## src/rtl/alu_sequencer.sv

```systemverilog
// Sequential front-end for the combinational ALU: accepts a command, iterates
// the opcode with the accumulator fed back as operand A, then returns result/flags.
module alu_sequencer #(
  parameter int WIDTH = 8,
  parameter int CNTW  = 4
) (
  input  logic             clk,
  input  logic             rst_n,
  input  logic             cmd_valid,
  output logic             cmd_ready,
  input  logic             cmd_load,
  input  logic [3:0]       cmd_op,
  input  logic [WIDTH-1:0] cmd_operand,
  input  logic [CNTW-1:0]  cmd_count,
  output logic [WIDTH-1:0] alu_a,
  output logic [WIDTH-1:0] alu_b,
  output logic [3:0]       alu_op,
  output logic             alu_cin,
  input  logic [WIDTH-1:0] alu_out,
  input  logic             alu_cout,
  input  logic             alu_zero,
  input  logic             alu_neg,
  input  logic             alu_ovf,
  input  logic             alu_par,
  output logic             rsp_valid,
  input  logic             rsp_ready,
  output logic [WIDTH-1:0] rsp_data,
  output logic [4:0]       rsp_flags
);

  typedef enum logic [1:0] {IDLE, EXEC, RESP} state_t;

  state_t           state_q, state_d;
  logic [WIDTH-1:0] acc_q, b_q;
  logic [3:0]       op_q;
  logic             carry_q;
  logic [4:0]       status_q;
  logic [CNTW-1:0]  rem_q;
  logic             cmd_fire;

  assign cmd_fire = cmd_valid && (state_q == IDLE);

  always_comb begin
    state_d = state_q;
    case (state_q)
      IDLE:    if (cmd_valid) state_d = cmd_load ? RESP : EXEC;
      EXEC:    if (rem_q == CNTW'(1)) state_d = RESP;
      RESP:    if (rsp_ready) state_d = IDLE;
      default: state_d = IDLE;
    endcase
  end

  always_ff @(posedge clk or negedge rst_n) begin
    if (!rst_n) state_q <= IDLE;
    else        state_q <= state_d;
  end

  // Carry deliberately survives across commands so *_WITH_CIN ops chain.
  always_ff @(posedge clk or negedge rst_n) begin
    if (!rst_n) begin
      acc_q    <= '0;
      b_q      <= '0;
      op_q     <= '0;
      carry_q  <= 1'b0;
      status_q <= '0;
      rem_q    <= '0;
    end else if (cmd_fire) begin
      if (cmd_load) begin
        acc_q <= cmd_operand;
      end else begin
        op_q  <= cmd_op;
        b_q   <= cmd_operand;
        rem_q <= (cmd_count == '0) ? CNTW'(1) : cmd_count;
      end
    end else if (state_q == EXEC) begin
      acc_q    <= alu_out;
      carry_q  <= alu_cout;
      status_q <= {alu_cout, alu_zero, alu_neg, alu_ovf, alu_par};
      rem_q    <= rem_q - CNTW'(1);
    end
  end

  assign cmd_ready = (state_q == IDLE);
  assign rsp_valid = (state_q == RESP);
  assign rsp_data  = acc_q;
  assign rsp_flags = status_q;
  assign alu_a     = acc_q;
  assign alu_b     = b_q;
  assign alu_op    = op_q;
  assign alu_cin   = carry_q;

endmodule
```

## config.mk

```make
export PLATFORM = sky130hd
export DESIGN_NAME = alu_sequencer
export DESIGN_NICKNAME = d
export VERILOG_FILES = /design/src/rtl/alu_sequencer.sv
export SDC_FILE = /design/constraint.sdc
export NUM_CORES = 1
export LEC_CHECK = 0
export BUFFER_PORTS_ARGS = -buffer_cell sky130_fd_sc_hd__buf_2
export CAP_MARGIN = 15
export CORE_ASPECT_RATIO = 1.2
export CORE_UTILIZATION = 41
export CTS_CLUSTER_SIZE = 28
export DETAILED_ROUTE_END_ITERATION = 8
export MAX_ROUTING_LAYER = met4
export PLACE_DENSITY = 0.74
export SLEW_MARGIN = 20
export SYNTH_ARGS = -nofsm -noshare
export SYNTH_HDL_FRONTEND = slang
export SYNTH_SLANG_ARGS = --single-unit
export TNS_END_PERCENT = 10
```

## constraint.sdc

```tcl
create_clock -name clk -period 1.4 [get_ports clk]
set_input_delay 0.21 -clock clk [delete_from_list [all_inputs] [get_ports clk]]
set_output_delay 0.21 -clock clk [all_outputs]
set_load 0.02 [all_outputs]
```

==> results of run 1 <==
## sequential cells by signal, summed over array words and instances, names as in the netlist
name / flops
rsp_flags: 4
alu_op: 4
alu_b: 8
alu_a: 8
state_q: 2
rem_q: 4
alu_cin: 1
## layer usage
layer / global-route usage, % / vias up
li1: - / 561
met1: 19.57 / 561
met2: 32.70 / 40
met3: 4.291 / 8
met4: 7.927 / 0
met5: - / -
## area by class of cell
class | instances | area (sq um)
clock buffers | 6 | 82.58
clock inverters | 2 | 35.03
fillers | 305 | 1399
inverters | 2 | 7.507
multi-input cells | 78 | 646.9
flip-flops and latches | 31 | 778.2
well taps | 37 | 46.29
repair buffers | 76 | 429.2
## through the flow
stage	power, uW	instance area (sq um)	setup slack, ns	setup TNS (ns)
after floorplan	3632	1560	-0.02553	-0.3096
after global placement	4212	1888	0.05436	0
after detailed placement	4325	1888	-0.003725	-0.003725
after CTS	5253	2022	-0.001848	-0.001848
after global routing	5552	2026	-0.03282	-0.1277
final	5203	2026	0.009886	0
## layout by cell type (no fill, tap or decap), types with 2 or more instances in the layout
| cell | synthesis | layout |
|---|---|---|
| clkbuf_8 | 0 | 6 |
| buf_4 | 9 | 3 |
| mux2i_1 | 8 | 7 |
| nor3_1 | 2 | 2 |
| nor2b_1 | 2 | 2 |
| mux2_4 | 0 | 9 |
| nor3b_1 | 2 | 2 |
| ha_1 | 2 | 2 |
| o21ai_1 | 4 | 5 |
| buf_2 | 2 | 69 |
| o21ai_0 | 4 | 3 |
| nor2_1 | 7 | 6 |
| buf_12 | 0 | 2 |
| dfrtp_1 | 31 | 29 |
| dfrtp_2 | 0 | 2 |
| nand2_1 | 10 | 10 |
| o21ai_2 | 4 | 4 |
| a21oi_1 | 5 | 5 |
| inv_1 | 2 | 2 |
| mux2_2 | 18 | 9 |
## cell families (layout without fill, tap and decap cells)
family / count (synthesis) / after routing / synth area share (%)
flip-flops: 31 / 31 / 51.24
adder cells (fa/ha/maj): 2 / 2 / 1.653
multiplexers: 26 / 26 / 18.68
AND/OR/NAND/NOR: 28 / 28 / 9.836
buffers and inverters: 18 / 86 / 9.090
AO/OA/AOI/OAI: 22 / 22 / 9.504
## power breakdown
group / switching (uW) / internal [uW]
logic: 1450 / 1170
clock network: 315 / 575
registers: 339 / 1350
total: 2100 / 3100
## worst min-delay path by stage
stage | from | to | slack [ns] | cells past startpoint
after floorplan | rst_n | alu_a[0] | -0.09 | 0
after detailed placement | rst_n | alu_b[3] | 0.28 | 1
after global routing | cmd_op[3] | alu_op[3] | 0.16 | 2
after global placement | rst_n | alu_b[3] | 0.27 | 1
after CTS | alu_cout | alu_cin | 0.16 | 2
final | cmd_op[1] | alu_op[1] | 0.16 | 2
## timing repair
item	in CTS	in global routing
pin swaps	0	1
setup endpoints to repair	4	7
resized for setup	3	2
hold buffers	1	0
endpoints found under the hold margin	31	0
## worst max-delay path, cell delays in order (launching register included)
cell and delay [ns]:
dfrtp_2 0.46, buf_6 0.15, and2b_1 0.14, buf_2 0.15
==> flow_metrics.env, run 1 <==
export IMPL_drive_gt1_share_pct=57.44
export IMPL_final_core_util_pct=59.15
export IMPL_reg2regPathDepth=3
export IMPL_synthesis_nets=163
export IMPL_portBuffers=69
export IMPL_synthFlopType="dfrtp_1"
export IMPL_wire_per_inst_um=14.03
export IMPL_first_global_vias=1182
export IMPL_startpoint_type="flop"
export IMPL_num_antenna_cells=0
export IMPL_r2r_start="state_q[1]"
export IMPL_ys_top_cells_by_area="dfrtp_1, mux2_2, mux2i_1"
export IMPL_synth_cell_types=29
export IMPL_reg2reg_slack_ns=0.02
export IMPL_cts_made_buffers=5
export IMPL_grt_pass1_wl_um=5237
export IMPL_synth_most_common_cell="dfrtp_1"
export IMPL_clockBufferDepth=2
export IMPL_synth_area_per_cell_sq_um=11.92
export IMPL_startpoint="state_q[1]"
export IMPL_synth_enable_flop_cells=0
export IMPL_cts_tree="yes"
export IMPL_finalHoldViolCount=0
export IMPL_grt_use_total_pct=18.32
export IMPL_critical_path_required_ns=1.19
export IMPL_drtIter0Drc=13
export IMPL_endpoint_kind="primary output"
export IMPL_core_area_sq_mm=0.003425
export IMPL_dp_cells=223
export IMPL_drt_total_wl_um=3254
export IMPL_die_w_um=57.47
export IMPL_post_route_drc_count=5
export IMPL_rows=23
export IMPL_htree_levels=2
export IMPL_cts_clk_slew_worst_paths_ns=0.06
export IMPL_syn_area_sq_mm=0.001514
export IMPL_rsz0062_at_grt="yes"
export IMPL_worst_hold_slack_ns=0.1641
export IMPL_clock_sinks=31
export IMPL_criticalPathCategory="flop to primary output"
export IMPL_overflow=0
export IMPL_via_per_inst=5.043
export IMPL_relSlewSlack_pct=54.04
export IMPL_gp_congestion=0.7743
export IMPL_synth_commonest_cells="dfrtp_1, mux2_2, nand2_1"
export IMPL_skew_ns=0.005511
export IMPL_ys_async_sr_fraction_pct=100.0
export IMPL_yosysWarnings=0
export IMPL_slew_violations=0
export IMPL_powerDensity_mw_per_mm2=2568
export IMPL_drv_cap=0
export IMPL_fmax_mhz=719.4
export IMPL_layout_min_cycle_time_ns=1.390
export IMPL_path_max_fanout=5
export IMPL_cts_setup_buffers=0
export IMPL_synth_top_area_share_pct=51.24
export IMPL_area_delta_synth_final_pct=33.80
export IMPL_yosysSeqAreaShare_pct=51.24
export IMPL_synth_top_area_cell="dfrtp_1"
export IMPL_setup_violations=0
export IMPL_tightest_slew_ns=0.6894
export IMPL_hpwl_um=2508
export IMPL_wl_met1_um=1256
export IMPL_p_leak_uw=0.001019
export IMPL_status="complete, but fails checks"
export IMPL_highest_layer="met4"
export IMPL_instances_no_fill=232
export IMPL_root_buffer="clkbuf_8"
export IMPL_hold_path_class="input port to flop"
export IMPL_failed_checks="design-rule violations"
export IMPL_wl_met2_um=1772
export IMPL_dr_total_vias=1170
export IMPL_peakVddDrop_uv=1406
export IMPL_period_share_pct=99.29
export IMPL_arrival_ns=1.18
export IMPL_die_y_um=68.57
export IMPL_dr_pass1_iters=6
export IMPL_start_util_pct=44.21
export IMPL_antenna_left=0
export IMPL_dieArea_sq_mm=0.003940
export IMPL_nNetsFinal=230
export IMPL_route_met3_wl_um=183
export IMPL_synth_cells=127
export IMPL_antenna_found_initial=0
export IMPL_clock_latency_ns=0.28
export IMPL_io_pins=70
export IMPL_grt_max_degree=32
export IMPL_ys_seq_elements=31
export IMPL_cp_endpoint="rsp_valid"
export IMPL_r2r_end="alu_op[0]"
(Power assumes the default switching activity.)
==> run 2: changes to the inputs <==
- CTS_CLUSTER_DIAMETER: default -> 150
- PLACE_DENSITY: 0.74 -> default
- PLACE_DENSITY_LB_ADDON: default -> 0.15
==> flow_metrics.env, run 2 (synthesis gave the netlist of run 1 again) <==
export IMPL_dr_total_vias=1158
export IMPL_num_antenna_cells=0
export IMPL_cts_tree="yes"
export IMPL_instances_no_fill=233
export IMPL_io_pins=70
export IMPL_first_global_vias=1178
export IMPL_criticalPathCategory="flop to primary output"
export IMPL_path_buf_inv=2
export IMPL_crit_family="flip-flops"
export IMPL_skew_ns=0.004991
export IMPL_post_route_drc_count=6
export IMPL_start_util_pct=44.21
export IMPL_antenna_left=0
export IMPL_path_max_fanout=7
export IMPL_cts_made_buffers=5
export IMPL_hpwl_um=2385
export IMPL_final_common_cell="buf_2"
export IMPL_gp_congestion=0.8079
export IMPL_max_stage_delay_ns=0.45
export IMPL_hold_path_class="input port to flop"
export IMPL_grt_max_degree=32
export IMPL_drt_total_wl_um=3277
export IMPL_arrival_ns=1.16
export IMPL_cts_clk_slew_worst_paths_ns=0.07
export IMPL_setup_violations=0
export IMPL_status="complete, but fails checks"
export IMPL_slowest_stage="dfrtp_2"
export IMPL_dp_cells=223
export IMPL_tightest_slew_ns=0.3970
export IMPL_rsz0062_at_grt="yes"
export IMPL_antenna_found_initial=0
export IMPL_fmax_mhz=727.9
export IMPL_nNetsFinal=231
export IMPL_dr_pass1_iters=6
export IMPL_clock_latency_ns=0.28
export IMPL_die_w_um=57.47
export IMPL_portBuffers=69
export IMPL_final_core_util_pct=59.37
export IMPL_powerDensity_mw_per_mm2=2561
export IMPL_die_y_um=68.57
export IMPL_crit_chain="buf_6, and2b_1, buf_2"
export IMPL_period_share_pct=98.13
export IMPL_layout_common_cells="buf_2, dfrtp_1, nand2_1"
export IMPL_critical_path_required_ns=1.19
export IMPL_grt_use_total_pct=18.97
export IMPL_wire_per_inst_um=14.06
export IMPL_drv_cap=0
export IMPL_dieArea_sq_mm=0.003940
export IMPL_relSlewSlack_pct=73.54
export IMPL_p_leak_uw=0.001022
export IMPL_via_per_inst=4.970
export IMPL_layout_min_cycle_time_ns=1.374
export IMPL_overflow=0
export IMPL_endpoint_kind="primary output"
export IMPL_peakVddDrop_uv=1231
export IMPL_root_buffer="clkbuf_8"
export IMPL_clock_sinks=31
export IMPL_fill_cells=303
export IMPL_startpoint_type="flop"
export IMPL_drive_gt1_share_pct=57.65
export IMPL_finalHoldViolCount=0
export IMPL_core_area_sq_mm=0.003425
export IMPL_failed_checks="design-rule violations"
export IMPL_htree_levels=2
export IMPL_grt_pass1_wl_um=5313
export IMPL_slew_violations=0
export IMPL_drtIter0Drc=45
export IMPL_clockBufferDepth=2
export IMPL_rows=23
export IMPL_area_delta_synth_final_pct=34.30
==> run 2: area by class of cell <==
type / count / area, sq um / share of cell area (%)
clock buffer: 6 / 82.58 / 4.062
clock inverter: 2 / 35.03 / 1.723
multi-input combinational: 79 / 654.4 / 32.18
tap: 37 / 46.29 / 2.277
timing repair buffer: 76 / 429.2 / 21.11
inverter: 2 / 7.507 / 0.3692
sequential: 31 / 778.2 / 38.28
==> run 2: worst paths after layout <==
path                              endpoint        from  cells past startpoint  slack, ns
min in group asynchronous         rem_q[1]       rst_n                      3       0.49
worst min-delay path               alu_cin    alu_cout                      2       0.16
worst max register to register    alu_a[3]  state_q[0]                      4       0.05
worst min register to register    alu_a[1]    alu_a[1]                      2       0.50
worst max-delay path             rsp_valid  state_q[1]                      3       0.03
max in group asynchronous       state_q[1]       rst_n                      3       0.60
==> run 2: per-stage QoR <==
step	total power [uW]	hold WS (ns)	setup slack, ns	TNS [ns]	area, sq um
after CTS	5251	0.1535	0.01222	0	2029
after detailed placement	4294	0.2543	0.0004868	0	1888
after global placement	4215	0.2447	0.05018	0	1888
after global routing	5560	0.1546	-0.02843	-0.05395	2033
final	5207	0.1589	0.02624	0	2033
after floorplan	3632	-0.08559	-0.02553	-0.3096	1560
==> run 2: per-layer routing <==
layer / part of all wire [%] / track usage, %
met1: 40 / 21.54
met5: 0 / -
met4: 0.79 / 8.232
met2: 53 / 32.12
met3: 6.5 / 4.664
==> run 2: what timing repair did <==
action                                 in CTS  in global routing
gates resized for setup                     3                  2
buffers inserted                            0                  0
pin swaps                                   0                  0
hold buffers                                1                  0
endpoints found under the hold margin      31                  0
setup endpoints to repair                   3                  7
gates cloned                                1                  0
==> run 2: worst register-to-register path, stage by stage (launching register included) <==
cell     delay [ns]
dfrtp_2        0.48
nor3b_4        0.25
buf_12         0.19
mux2i_1        0.26
o21ai_2        0.07
==> run 2: where the power goes <==
| part | switching [uW] | internal, uW | total, uW | leakage (uW) |
|---|---|---|---|---|
| Clock | 326 | 575 | 901 | 0.0000612 |
| Sequential | 330 | 1350 | 1680 | 0.000370 |
| Combinational | 1450 | 1170 | 2620 | 0.000591 |
| Total | 2110 | 3100 | 5210 | 0.00102 |
==> run 3: changes to the inputs <==
- CAP_MARGIN: 15 -> default
- CORE_ASPECT_RATIO: 1.2 -> default
==> flow_metrics.env, run 3 (synthesis gave the netlist of run 1 again) <==
export IMPL_status="finished clean"
export IMPL_finalHoldViolCount=0
export IMPL_path_max_fanout=8
export IMPL_die_w_um=62.77
export IMPL_reg2reg_slack_ns=0.07
export IMPL_cts_tree="yes"
export IMPL_p_seq_share_pct=34.4
export IMPL_hpwl_um=2311
export IMPL_peakVddDrop_uv=1180
export IMPL_htree_levels=2
export IMPL_start_util_pct=43.98
export IMPL_drt_total_wl_um=3055
export IMPL_drtIter0Drc=30
export IMPL_dp_cells=232
export IMPL_portBuffers=69
export IMPL_clock_latency_ns=0.27
export IMPL_dr_total_vias=1162
export IMPL_relSlewSlack_pct=74.15
export IMPL_core_area_sq_mm=0.003442
export IMPL_num_antenna_cells=0
export IMPL_first_global_vias=1086
export IMPL_cts_made_buffers=5
export IMPL_endpoint_kind="primary output"
export IMPL_grt_pass1_wl_um=4974
export IMPL_gp_congestion=0.7200
export IMPL_worst_hold_slack_ns=0.1687
export IMPL_antenna_left=0
export IMPL_powerDensity_mw_per_mm2=2465
export IMPL_clockBufferDepth=2
export IMPL_p_leak_uw=0.001006
export IMPL_hold_path_class="input port to flop"
export IMPL_sw_frac_of_total_pct=41.65
export IMPL_clock_sinks=31
export IMPL_wire_per_inst_um=12.68
export IMPL_drive_gt1_share_pct=56.92
export IMPL_dr_pass1_iters=4
export IMPL_cts_clk_slew_worst_paths_ns=0.06
export IMPL_p_int_uw=2887
export IMPL_via_per_inst=4.822
export IMPL_io_pins=70
export IMPL_final_core_util_pct=58.31
export IMPL_period_share_pct=98.20
export IMPL_setup_violations=0
export IMPL_post_route_drc_count=0
export IMPL_layout_common_cells="buf_2, dfrtp_1, nand2_1"
export IMPL_finalPower_uw=4948
export IMPL_rows=21
export IMPL_criticalPathCategory="flop to primary output"
export IMPL_p_switching_uw=2061
export IMPL_overflow=0
export IMPL_grt_max_degree=32
export IMPL_critical_path_required_ns=1.19
export IMPL_pwr_share_comb_pct=51.9
export IMPL_dieArea_sq_mm=0.003939
export IMPL_final_common_cell="buf_2"
export IMPL_rsz0062_at_grt="yes"
export IMPL_slew_violations=0
export IMPL_grt_use_total_pct=17.06
export IMPL_arrival_ns=1.16
export IMPL_skew_ns=0.003055
export IMPL_layout_min_cycle_time_ns=1.375
export IMPL_root_buffer="clkbuf_8"
export IMPL_tightest_slew_ns=0.3878
export IMPL_startpoint_type="flop"
export IMPL_fmax_mhz=727.4
export IMPL_drv_cap=0
export IMPL_die_y_um=62.77
export IMPL_antenna_found_initial=0
export IMPL_cts_setup_buffers=0
export IMPL_instances_no_fill=241
export IMPL_clkPwrFrac_pct=13.7
export IMPL_nNetsFinal=231
export IMPL_area_delta_synth_final_pct=32.56
[run 3: changes by cell type in the layout (fill, tap and decap cells not counted)]
cell       previous run  this run
buf_4                 3         4
buf_6                 1         0
o21bai_2              1         0
bufinv_16             1         0
o21bai_1              0         1
[run 3: critical path: stages (launching register included)]
cell	delay, ns
dfrtp_2	0.48
nor2_4	0.15
buf_4	0.12
buf_2	0.15
[run 3: layout make-up]
class	instances	area (sq um)
Clock buffer	6	82.58
Clock inverter	1	5.005
Sequential cell	31	778.2
Tap cell	46	57.56
Multi-Input combinational cell	79	650.6
Inverter	2	7.507
Fill cell	300	1435
Timing Repair Buffer	76	425.4
[run 3: what timing repair did]
action,4_1_cts,5_1_grt
endpoints found under the hold margin,31,0
hold buffers,1,0
endpoints found under the setup margin,5,8
resized for setup,2,1
cloned,0,1
pin swaps,0,1
[run 3: final timing paths]
path	start	end	cells past startpoint
max in group asynchronous	rst_n	state_q[1]	3
max	state_q[0]	cmd_ready	3
max reg2reg	state_q[0]	alu_b[1]	3
min in group asynchronous	rst_n	rem_q[2]	3
min reg2reg	alu_a[3]	alu_a[3]	2
min	alu_neg	rsp_flags[2]	2
[run 3: through the flow]
step | worst slack [ns] | area (sq um) | setup TNS (ns)
after floorplan | -0.02553 | 1560 | -0.3096
after global placement | 0.01974 | 1899 | 0
after detailed placement | -0.02975 | 1899 | -0.08450
after CTS | 0.01397 | 1999 | 0
after global routing | -0.02941 | 2007 | -0.09508
final | 0.02526 | 2007 | 0
[run 3: metal layers]
metal  wire length [um]  vias to the layer above  global-route usage [%]
li1                   -                      564                       -
met1               1349                      550                   20.45
met2               1506                       46                   26.90
met3                179                        2                   6.022
met4                 20                        0                   5.233
met5                  0                        -                       -
[run 3: power groups by stage]
stage                     sequential (uW)  clock, uW  combinational (uW)
after global routing                 1770        743                2760
final                                1700        678                2570
after floorplan                      2070          0                1570
after detailed placement             1720          0                2570
after global placement               1670          0                2530
after CTS                            1700        701                2580
